[config.mk]
export PLATFORM = sky130hd
export DESIGN_NAME = map_update_arbiter
export DESIGN_NICKNAME = d
export VERILOG_FILES = /design/src/rtl/map_update_arbiter.sv
export SDC_FILE = /design/constraint.sdc
export NUM_CORES = 1
export LEC_CHECK = 0
export CORE_ASPECT_RATIO = 1.75
export CORE_MARGIN = 4
export CORE_UTILIZATION = 30
export CTS_CLUSTER_SIZE = 10
export DETAILED_ROUTE_END_ITERATION = 8
export MAX_ROUTING_LAYER = met4
export SLEW_MARGIN = 10
export SYNTH_ARGS = -nofsm -noshare
export SYNTH_HDL_FRONTEND = slang
export SYNTH_SLANG_ARGS = --single-unit
export TNS_END_PERCENT = 20
[constraint.sdc]
create_clock -name clk_i -period 2.2 [get_ports clk_i]
set_input_delay 0.55 -clock clk_i [delete_from_list [all_inputs] [get_ports clk_i]]
set_output_delay 0.55 -clock clk_i [all_outputs]
set_load 0.005 [all_outputs]
[src/rtl/map_update_arbiter.sv]
// map_update_arbiter: tile-map write port owner; init sweep, then vblank-gated round-robin A/B updates.
module map_update_arbiter #(
  parameter int MAP_W = 13,
  parameter int MAP_H = 13,
  parameter int TYPE_BITS = 3,
  parameter logic [TYPE_BITS-1:0] INIT_TYPE = '0
) (
  input  logic                 clk_i,
  input  logic                 rst_i,
  input  logic                 vblank_i,
  input  logic                 a_valid_i,
  input  logic [3:0]           a_x_i,
  input  logic [3:0]           a_y_i,
  input  logic [TYPE_BITS-1:0] a_type_i,
  output logic                 a_ready_o,
  input  logic                 b_valid_i,
  input  logic [3:0]           b_x_i,
  input  logic [3:0]           b_y_i,
  input  logic [TYPE_BITS-1:0] b_type_i,
  output logic                 b_ready_o,
  output logic                 wr_en_o,
  output logic [3:0]           wr_x_o,
  output logic [3:0]           wr_y_o,
  output logic [TYPE_BITS-1:0] wr_type_o,
  output logic                 busy_o,
  output logic [7:0]           drop_cnt_o
);
  typedef enum logic {INIT, RUN} state_e;
  localparam logic [3:0] XL = 4'(MAP_W - 1);
  localparam logic [3:0] YL = 4'(MAP_H - 1);
  state_e state_q, state_d;
  logic [3:0] x_q, x_d, y_q, y_d, wr_x_q, wr_x_d, wr_y_q, wr_y_d;
  logic [TYPE_BITS-1:0] wr_type_q, wr_type_d;
  logic wr_en_q, wr_en_d, busy_q, busy_d, last_b_q, last_b_d;
  logic [7:0] drop_q, drop_d;
  logic run, a_rdy, b_rdy, tx, in_range;
  logic [3:0] tx_x, tx_y;
  logic [TYPE_BITS-1:0] tx_type;
  // busy_q lags the state by one cycle so no grant overlaps the final sweep write
  always_comb begin
    run = state_q == RUN && !busy_q;
    a_rdy = run && vblank_i && a_valid_i && (!b_valid_i || last_b_q);
    b_rdy = run && vblank_i && b_valid_i && (!a_valid_i || !last_b_q);
    tx = a_rdy || b_rdy;
    tx_x = b_rdy ? b_x_i : a_x_i;
    tx_y = b_rdy ? b_y_i : a_y_i;
    tx_type = b_rdy ? b_type_i : a_type_i;
    in_range = tx_x <= XL && tx_y <= YL;
    state_d = state_q;
    x_d = x_q;
    y_d = y_q;
    wr_en_d = 1'b0;
    wr_x_d = wr_x_q;
    wr_y_d = wr_y_q;
    wr_type_d = wr_type_q;
    drop_d = drop_q;
    last_b_d = last_b_q;
    busy_d = state_q == INIT;
    if (state_q == INIT) begin
      wr_en_d = 1'b1;
      wr_x_d = x_q;
      wr_y_d = y_q;
      wr_type_d = INIT_TYPE;
      x_d = x_q == XL ? 4'd0 : x_q + 4'd1;
      y_d = x_q == XL ? y_q + 4'd1 : y_q;
      state_d = (x_q == XL && y_q == YL) ? RUN : INIT;
    end else if (tx) begin
      last_b_d = b_rdy;
      wr_en_d = in_range;
      wr_x_d = in_range ? tx_x : wr_x_q;
      wr_y_d = in_range ? tx_y : wr_y_q;
      wr_type_d = in_range ? tx_type : wr_type_q;
      drop_d = in_range ? drop_q : drop_q + {7'd0, drop_q != 8'hff};
    end
  end
  always_ff @(posedge clk_i) begin
    if (rst_i) begin
      state_q <= INIT;
      x_q <= '0;
      y_q <= '0;
      wr_en_q <= 1'b0;
      wr_x_q <= '0;
      wr_y_q <= '0;
      wr_type_q <= '0;
      busy_q <= 1'b1;
      drop_q <= '0;
      last_b_q <= 1'b0;
    end else begin
      state_q <= state_d;
      x_q <= x_d;
      y_q <= y_d;
      wr_en_q <= wr_en_d;
      wr_x_q <= wr_x_d;
      wr_y_q <= wr_y_d;
      wr_type_q <= wr_type_d;
      busy_q <= busy_d;
      drop_q <= drop_d;
      last_b_q <= last_b_d;
    end
  end
  assign a_ready_o = a_rdy;
  assign b_ready_o = b_rdy;
  assign wr_en_o = wr_en_q;
  assign wr_x_o = wr_x_q;
  assign wr_y_o = wr_y_q;
  assign wr_type_o = wr_type_q;
  assign busy_o = busy_q;
  assign drop_cnt_o = drop_q;
endmodule
[Yosys cells after proc, flatten, opt, wreduce, memory -nomap -nowiden]
Index checks and enable logic that the tools add are counted.
Word-level totals
  bits in registers: 31
  input bits: 27
  output and inout port bits: 23
  logic and storage cells: 57
Cells by class
  add/sub/neg operators: 3
  order comparisons: 2
  eq/ne operators: 5
  muxes and demuxes: 14
  bitwise operators: 2
  reduce and logical (&&, ||, !) cells: 21
Operator list (number)
  $mux 4: 9
  $add 4x1->4 const B: 2
  $add 8x1->8: 1
  $eq 4x4->1 const B: 2
  $le 4x4->1 const B: 2
  $logic_and 1x1->1: 8
  $ne 8x8->1 const B: 1
  $reduce_and 2->1: 4
  $logic_not 1->1: 4
  $mux 1: 4
  $ne 2x1->1 const B: 2
  $logic_or 1x1->1: 3
  $mux 3: 1
  $reduce_and 3->1: 1
  $not 1->1: 2
  $reduce_or 2->1: 1

[Logic depth before layout (Yosys ltp)]
Gate-level depths: netlist of the first run.
  depth after elaboration: 11
  depth in mapped cells: 10

[Worst setup path after synthesis of the first run]
OpenSTA, ideal clock, no wires.
  path kind: input port to flip-flop
  start point: input port b_valid_i
  end point: register drop_q[7], in the netlist drop_cnt_o[7]
  library setup time: 70 ps
  arrival time: 1764 ps
  path slack: 366 ps
  stages on the path: 5
  buffers on the path: 0
  path through: a21bo_4 o211ai_4 nand3_4 or4_1 a21oi_1
Between the ends
  word-level cells in the longest chain between the ends: 7
  elaborated cells on any way between the ends: 13
  classes of those cells: order compare: 2; mux: 2; bitwise: 1; reduce/logical: 8
Ends and longest elaborated chain
  start: declaration: RTL line 16  | input logic b_valid_i,
  $logic_and 1x1->1 (2 in series): RTL line 43  | b_rdy = run && vblank_i && b_valid_i && (!a_valid_i || !last_b_q);
  $mux 4 (on tied branches): RTL line 45, 46
  $le 4x4->1: RTL line 48  | in_range = tx_x <= XL && tx_y <= YL;
  $logic_and 1x1->1: RTL line 48
  $not 1->1 (no source line)
  $reduce_and 3->1 (no source line) *
  end signal: assignment: RTL line 97  | drop_q <= drop_d;
  end: declaration: RTL line 35  | logic [7:0] drop_q, drop_d;
Every way passes the cells marked *; elsewhere a longest branch is shown, timed or not.
A chain may end at the register's enable or synchronous reset.

[Final worst setup path of the first run]
  start point: input port vblank_i
  end point: output port a_ready_o
Between the ends
  word-level cells in the longest chain between the ends: 3
Ends and longest elaborated chain
  start: declaration: RTL line 10  | input logic vblank_i,
  $logic_and 1x1->1 (3 in series): RTL line 42  | a_rdy = run && vblank_i && a_valid_i && (!b_valid_i || last_b_q);
  end: declaration: RTL line 15  | output logic a_ready_o,
No other way between the ends.

==> results of run 1 <==
-- per-layer routing --
layer | up-vias | part of all wire (%) | track usage, % | wire, µm
li1 | 827 | - | - | -
met1 | 750 | 39 | 14.5 | 1770
met2 | 29 | 56 | 28.0 | 2580
met3 | 6 | 3.7 | 3.41 | 168
met4 | 0 | 1.7 | 5.26 | 78
met5 | - | 0 | - | 0
-- tightest hold or removal path: cells and delay by family (launching register included) --
family | cells | cell delay [ns]
AOI/OAI and AO/OA | 1 | 0.06
and+or+nand+nor | 1 | 0.07
DFF | 1 | 0.31
-- power by group --
part           total [mW]  internal, mW  switching [mW]
clock               0.499         0.285           0.214
combinational       0.149        0.0882          0.0611
sequential          0.578         0.570         0.00770
-- cells in the mapped netlist (3+ instances only) --
master | number | area, µm²
mux2i_1 | 5 | 50.1
clkbuf_1 | 5 | 18.8
inv_1 | 9 | 33.8
nor2_1 | 17 | 63.8
o221ai_1 | 6 | 52.6
o21ai_0 | 4 | 20.0
a21oi_1 | 18 | 90.1
a211oi_1 | 3 | 22.5
o211ai_1 | 4 | 30.0
nand2_1 | 19 | 71.3
o31ai_1 | 3 | 22.5
xor2_1 | 4 | 35.0
dfxtp_1 | 31 | 621
nand2b_1 | 8 | 50.1
ha_1 | 6 | 75.1
or4_1 | 4 | 30.0
nand4_1 | 5 | 31.3
nand3_1 | 11 | 55.1
-- flip-flops by register name, summed over array words and instances, names as in the netlist --
name	count
wr_type_o	3
y_q	4
wr_x_o	4
state_q	1
wr_en_o	1
busy_o	1
x_q	4
wr_y_o	4
last_b_q	1
drop_cnt_o	8
-- what timing repair did --
item                                    CTS  global route
endpoints found under the setup margin    3             0
gates resized for setup                   5             0
buffers inserted                          0             0
hold endpoints to repair                  0             0
-- how the worst min path moves through the flow --
stage / startpoint / end / slack [ns] / depth (start not counted)
2_1_floorplan: x_q[3] / wr_x_o[3] / 0.47 / 2
5_1_grt: wr_x_o[0] / wr_x_o[0] / 0.51 / 2
4_1_cts: wr_x_o[0] / wr_x_o[0] / 0.48 / 2
3_5_place_dp: wr_x_o[0] / wr_x_o[0] / 0.47 / 2
3_3_place_gp: wr_x_o[0] / wr_x_o[0] / 0.47 / 2
6_report: wr_x_o[0] / wr_x_o[0] / 0.48 / 2
-- stage by stage --
step	hold WS [ns]	cells	total power, mW	TNS (ns)	area [µm²]
2_1_floorplan	0.465	189	0.643	0	1630
3_3_place_gp	0.473	311	0.741	-2.56	2360
3_5_place_dp	0.471	311	0.742	-2.91	2360
4_1_cts	0.482	319	1.24	0	2470
5_1_grt	0.509	319	1.28	0	2470
6_report	0.482	319	1.23	0	2470
-- cells by family (layout without fill, tap and decap cells) --
group                      Yosys count  in the layout  synth area share (%)
AOI/OAI and AO/OA                   43             43                  19.1
xor gates and xnor gates             6              6                  3.22
adders and majority gates            6              6                  4.60
buffers and inverters               17             92                  4.22
DFF                                 31             31                  38.0
muxes                                7              7                  4.45
and+or+nand+nor                     79             79                  26.4
-- layout make-up --
| cell class | instances | area (µm²) |
|---|---|---|
| Multi-Input combinational cell | 141 | 951 |
| Timing Repair Buffer | 75 | 693 |
| Tap cell | 55 | 68.8 |
| Inverter | 9 | 33.8 |
| Sequential cell | 31 | 621 |
| Clock buffer | 8 | 100 |
| Fill cell | 561 | 2790 |
==> summary.log, run 1 <==
qor: critical_path.critPathSlowestCell clkdlybuf4s50_1
qor: layout.flow.area_growth_from_synthesis 51.2%
qor: floorplanning.dieHeight 106 µm
qor: drt.wire_per_inst 14.4 µm
qor: layout.postLayoutCoreUtil 47.0%
qor: critical_path.critPathBufInv 2
qor: critical_path.top_delay_family_on_crit_path buffers and inverters
qor: critical_path.regToRegStartpoint drop_cnt_o[3]
qor: placement.detailedPlace.worstSlack -0.294 ns
qor: logic_synthesis.synth-async-reset-ratio 0%
qor: placement.finalWeightedCongestion 0.799
qor: floorplanning.design.portCount 50
qor: drt.totalWireLength 4.60 mm
qor: clock_tree.worst_skew_pair.late_latency 0.28 ns
qor: critical_path.critPathKind input port to primary output
qor: timing.rsz0062_at_grt no
qor: floorplanning.floorplan.initialDensity 31.0%
qor: timing.setup_viol_count_final 0
qor: floorplanning.core_area 5260 µm²
qor: critical_path.startpoint vblank_i
qor: pwr.vdd.ir_drop.worst 340 µV
qor: floorplanning.fp-row-count 35
qor: critical_path.ff2ff_setup_slack 0.26 ns
qor: layout.layout-drive-gt1-share 16.3%
qor: placement.place.detailed.hpwl 3.62 mm
qor: pwr.cellLeakagePower 0.941 nW
qor: clock_tree.cts_tree yes
qor: timing.skew 0.00170 ns
qor: timing.fmax 0.479 GHz
qor: global_routing.grt_use_total 14.9%
qor: global_routing.grt_first_pass_wirelength 7.67 mm
qor: logic_synthesis.yosys_register_bits 31
qor: logic_synthesis.synth_fp_nets 222
qor: critical_path.path_cells dlygate4sd2_1 > nand3b_4 > nor2_1 > clkdlybuf4s50_1
qor: critical_path.crit_path_start_kind input port
qor: logic_synthesis.total_standard_cell_area_after_synthesis 1630 µm²
qor: critical_path.critical_path_arrival 1.54 ns
qor: drt.average_vias_per_placed_instance 5.05
qor: layout.final_nets 296
qor: clock_tree.numClockSinks 31
qor: critical_path.crit_path_max_fanout 4
qor: clock_tree.cts_made_buffers 5
qor: global_routing.largest_net_degree_at_the_start_of_global_routing 23
qor: drt.drt_iter0_drc 45
qor: pwr.power.density_cell_area 497 nW/µm²
qor: critical_path.worst_path_largest_cell_delay 0.50 ns
qor: drt.drt_drc_violations_left 0
qor: worst_hold_path.hold_path.class register to register
qor: timing.min_period 2.09 ns
qor: layout.final_cell_mix clkdlybuf4s50_1, dfxtp_1, buf_4
qor: clock_tree.clk_pin_slew 0.06 ns
qor: logic_synthesis.synthesis.instances 189
qor: floorplanning.die_outline_width 63.7 µm
qor: critical_path.crit_required 1.65 ns
qor: critical_path.r2r.worst_path.cells 10
qor: timing.timing_worst_slew_pin_value 0.456 ns
qor: logic_synthesis.synthDistinctLibCells 40
qor: logic_synthesis.synth_warnings 0
qor: layout.mostFrequentLayoutCell clkdlybuf4s50_1
qor: global_routing.via_count_of_the_first_global_routing_pass 1736
qor: global_routing.antenna_found_initial 0
qor: drt.detailroute.via_count 1612
qor: job.maxCapViolations 0
qor: critical_path.type_of_element_capturing_the_critical_path primary output
qor: clock_tree.cts.htree.levels 2
qor: floorplanning.floorplan.die_area 6730 µm²
qor: critical_path.worst_setup_path_endpoint a_ready_o
qor: critical_path.worstSetupPathDepth 4
qor: logic_synthesis.synth_seq_area_share 38.0%
qor: placement.io_buffers 49
qor: timing.finalWorstSetupSlack 0.114 ns
qor: clock_tree.cts_root_buffer clkbuf_8
qor: layout.num_antenna_cells 0
qor: global_routing.grt-ovfl-total 0
qor: logic_synthesis.synth.avg_cell_area 8.63 µm²
qor: timing.max-slew-margin-rel 69.5%
qor: run_status.status complete, no violations
qor: clock_tree.cts-hold-fix-buffers 0
qor: drt.antenna_violating_nets_post_route 0
qor: logic_synthesis.ys.flop_type dfxtp_1
qor: critical_path.r2r_end drop_cnt_o[4]
qor: logic_synthesis.synth_edf_count 0
qor: timing.min_period_over_period 94.8%
qor: drt.number_of_detailed_routing_iterations_run_before_antenna_repair 4
qor: timing.timing.final.hold_violations 0
qor: clock_tree.cts.path.max_buffers 2
qor: timing.timing_max_transition_violations_final 0
Power figures use the tool's default switching activity.
==> run 2, diff against run 1 <==
--- a/config.mk
+++ b/config.mk
@@ -5,7 +5,7 @@
 export SDC_FILE = /design/constraint.sdc
 export NUM_CORES = 1
 export LEC_CHECK = 0
-export CORE_ASPECT_RATIO = 1.75
+export CORE_ASPECT_RATIO = 0.9
 export CORE_MARGIN = 4
 export CORE_UTILIZATION = 30
 export CTS_CLUSTER_SIZE = 10
@@ -15,4 +15,4 @@
 export SYNTH_ARGS = -nofsm -noshare
 export SYNTH_HDL_FRONTEND = slang
 export SYNTH_SLANG_ARGS = --single-unit
-export TNS_END_PERCENT = 20
+export TNS_END_PERCENT = 5
==> run 2 against run 1 <==
  * Non-clock buffer count rose by 3
  * Die area shrank 0.66%
  * Critical path depth increased by 3
  * Register-to-register slack worse by 0.03 ns
  * Critical path type is now input port to register
  * Largest power group unchanged
==> summary.log, run 2 (synthesis results as in run 1) <==
qor: pwr.netSwitchingFraction 23.1% [+0.075 points]
qor: run_status.status complete, no violations
qor: drt.detailroute.via_count 1610 [-0.12%]
qor: drt.antenna_violating_nets_post_route 0 [unchanged]
qor: timing.rsz0062_at_grt no
qor: global_routing.grt-ovfl-total 0 [unchanged]
qor: critical_path.critPathSlowestCell or4_4
qor: timing.timing_max_transition_violations_final 0 [unchanged]
qor: pwr.netSwitchingPower 0.272 mW [-3.7%]
qor: critical_path.crit_path_max_fanout 7 [+3]
qor: floorplanning.floorplan.initialDensity 31.0% [unchanged]
qor: worst_hold_path.hold_path.class register to register
qor: global_routing.antenna_found_initial 0 [unchanged]
qor: placement.dp_cells 325 [+4.5%]
qor: critical_path.path_cells dlygate4sd2_1 > buf_4 > a21bo_4 > o211ai_4 > nand3_4 > or4_4 > a21oi_2
qor: timing.max-slew-margin-rel 69.6% [+0.14 points]
qor: layout.layout-drive-gt1-share 18.8% [+2.5 points]
qor: timing.setup_viol_count_final 0 [unchanged]
qor: critical_path.r2r.worst_path.cells 10 [unchanged]
qor: job.maxCapViolations 0 [unchanged]
qor: timing.timing_worst_slew_pin_value 0.454 ns [-0.00216 ns]
qor: layout.flow.area_growth_from_synthesis 52.9%
qor: timing.min_period 2.03 ns [-0.0601 ns]
qor: floorplanning.design.portCount 50 [unchanged]
qor: pwr.power.clock.fraction 38.1% [-2.6 points]
qor: clock_tree.numClockSinks 31 [unchanged]
qor: floorplanning.dieHeight 78.0 µm [-26%]
qor: clock_tree.cts_tree yes
qor: timing.setup_tns_final 0 ns [unchanged]
qor: floorplanning.floorplan.die_area 6680 µm² [-0.66%]
qor: clock_tree.cts_made_buffers 5 [unchanged]
qor: critical_path.ff2ff_setup_slack 0.23 ns [-0.03 ns]
qor: clock_tree.cts.path.max_buffers 2 [unchanged]
qor: pwr.pwr-share-seq 49.1% [+2.0 points]
qor: clock_tree.cts_root_buffer clkbuf_8
qor: critical_path.worst_path_largest_cell_delay 0.55 ns [+0.05 ns]
qor: worst_hold_path.hp-start drop_cnt_o[0]
qor: critical_path.type_of_element_capturing_the_critical_path register
qor: critical_path.regToRegStartpoint drop_cnt_o[3]
qor: global_routing.largest_net_degree_at_the_start_of_global_routing 23 [unchanged]
qor: worst_hold_path.min_to drop_cnt_o[0]
qor: drt.drt_iter0_drc 59 [+31%]
qor: worst_hold_path.timing.hold.worst_path_depth 2 [unchanged]
qor: layout.num_antenna_cells 0 [unchanged]
qor: timing.fmax 0.494 GHz [+3.0%]
qor: pwr.cellLeakagePower 0.955 nW [+1.5%]
qor: layout.number_of_flip_flops_in_the_largest_register 8 [unchanged]
qor: global_routing.via_count_of_the_first_global_routing_pass 1508 [-13%]
qor: drt.wire_per_inst 13.0 µm [-10%]
qor: critical_path.crit_required 2.42 ns [+0.77 ns]
qor: global_routing.grt_first_pass_wirelength 7.32 mm [-4.6%]
qor: clock_tree.clk_pin_slew 0.06 ns [about the same]
qor: critical_path.r2r_end drop_cnt_o[4]
qor: layout.finish.cell_count_without_fillers 333 [+4.4%]
qor: placement.finalWeightedCongestion 0.764 [-4.4%]
qor: drt.drt_drc_violations_left 0 [unchanged]
qor: global_routing.grt_use_total 14.2% [-0.69 points]
qor: critical_path.critical_path_arrival 2.24 ns [+0.70 ns]
qor: floorplanning.fp-row-count 25 [-29%]
qor: timing.timing.final.hold_violations 0 [unchanged]
qor: clock_tree.cts.htree.levels 2 [unchanged]
qor: critical_path.critPathBufInv 2 [unchanged]
qor: critical_path.critPathKind input port to register
qor: layout.mostFrequentLayoutCell clkdlybuf4s50_1
qor: placement.io_buffers 49 [unchanged]
qor: critical_path.top_delay_family_on_crit_path simple AND/OR/NAND/NOR gates
qor: placement.place.detailed.hpwl 3.30 mm [-8.8%]
qor: pwr.fin_total_pwr 1.18 mW [-4.0%]
qor: floorplanning.die_outline_width 85.7 µm [+34%]
qor: drt.average_vias_per_placed_instance 4.83 [-4.3%]
qor: drt.number_of_detailed_routing_iterations_run_before_antenna_repair 4 [unchanged]
qor: pwr.vdd.ir_drop.worst 236 µV [-31%]
qor: timing.skew 0.00424 ns [+0.00254 ns]
qor: pwr.power.density_cell_area 472 nW/µm² [-5.1%]
qor: drt.totalWireLength 4.32 mm [-6.1%]
qor: timing.min_period_over_period 92.1% [-2.7 points]
qor: pwr.intPower 0.905 mW [-4.1%]
qor: layout.final_nets 299 [+1.0%]
qor: clock_tree.worst_skew_pair.late_latency 0.28 ns [about the same]
qor: pwr.p_comb_share 12.8% [+0.6 points]
qor: layout.final_cell_mix clkdlybuf4s50_1, dfxtp_1, buf_4
qor: critical_path.crit_path_start_kind input port
qor: floorplanning.core_area 5260 µm² [unchanged]
==> run 2: worst max-delay path by stage <==
stage / from / endpoint / slack [ns] / cells past startpoint
finish: a_valid_i / drop_cnt_o[3] / 0.17 / 7
global route: drop_cnt_o[3] / drop_cnt_o[4] / 0.05 / 10
CTS: b_valid_i / a_ready_o / 0.03 / 6
detailed placement: b_valid_i / b_ready_o / -0.25 / 5
global placement: b_valid_i / b_ready_o / -0.25 / 5
floorplan: b_valid_i / drop_cnt_o[7] / 0.37 / 5
==> run 2: tightest hold or removal path: stages (launching register included) <==
cell and delay (ns):
dfxtp_1 0.33, nand2_1 0.06, a21oi_1 0.06
==> run 2: per-layer routing <==
metal  GRT usage [%]  wire [µm]  vias up
met5               -          0        -
met4            5.70         85        0
met3            3.50        252        7
met2            18.6       1690       44
met1            20.4       2280      728
li1                -          -      831
==> run 2: cell type report <==
| class | count | area (µm²) |
|---|---|---|
| clock buffers | 6 | 82.6 |
| clock inverters | 1 | 5.00 |
| fillers | 527 | 2760 |
| inverters | 9 | 33.8 |
| multi-input cells | 141 | 963 |
| flip-flops and latches | 31 | 621 |
| well taps | 67 | 83.8 |
| repair buffers | 78 | 706 |
==> run 2: stage by stage <==
stage          cell area [µm²]  utilization, %  hold WS (ns)  setup WS, ns
2_1_floorplan             1630               -         0.465         0.366
3_3_place_gp              2380            45.3         0.484        -0.251
3_5_place_dp              2380            45.3         0.485        -0.249
4_1_cts                   2470            47.1         0.501        0.0270
5_1_grt                   2490            47.5         0.524        0.0500
6_report                  2490            47.5         0.499         0.174
==> run 2: repair_timing <==
item,CTS,global route
buffers inserted,0,1
setup endpoints to repair,2,6
resized for setup,6,5
hold buffers,0,0
pin swaps,1,7
==> run 2: power groups by stage <==
stage               Sequential [mW]  Combinational (mW)  Clock [mW]
floorplan                     0.589              0.0542           0
global placement              0.590               0.149           0
detailed placement            0.590               0.150           0
CTS                           0.577               0.151       0.466
global route                  0.578               0.164       0.493
finish                        0.578               0.151       0.448
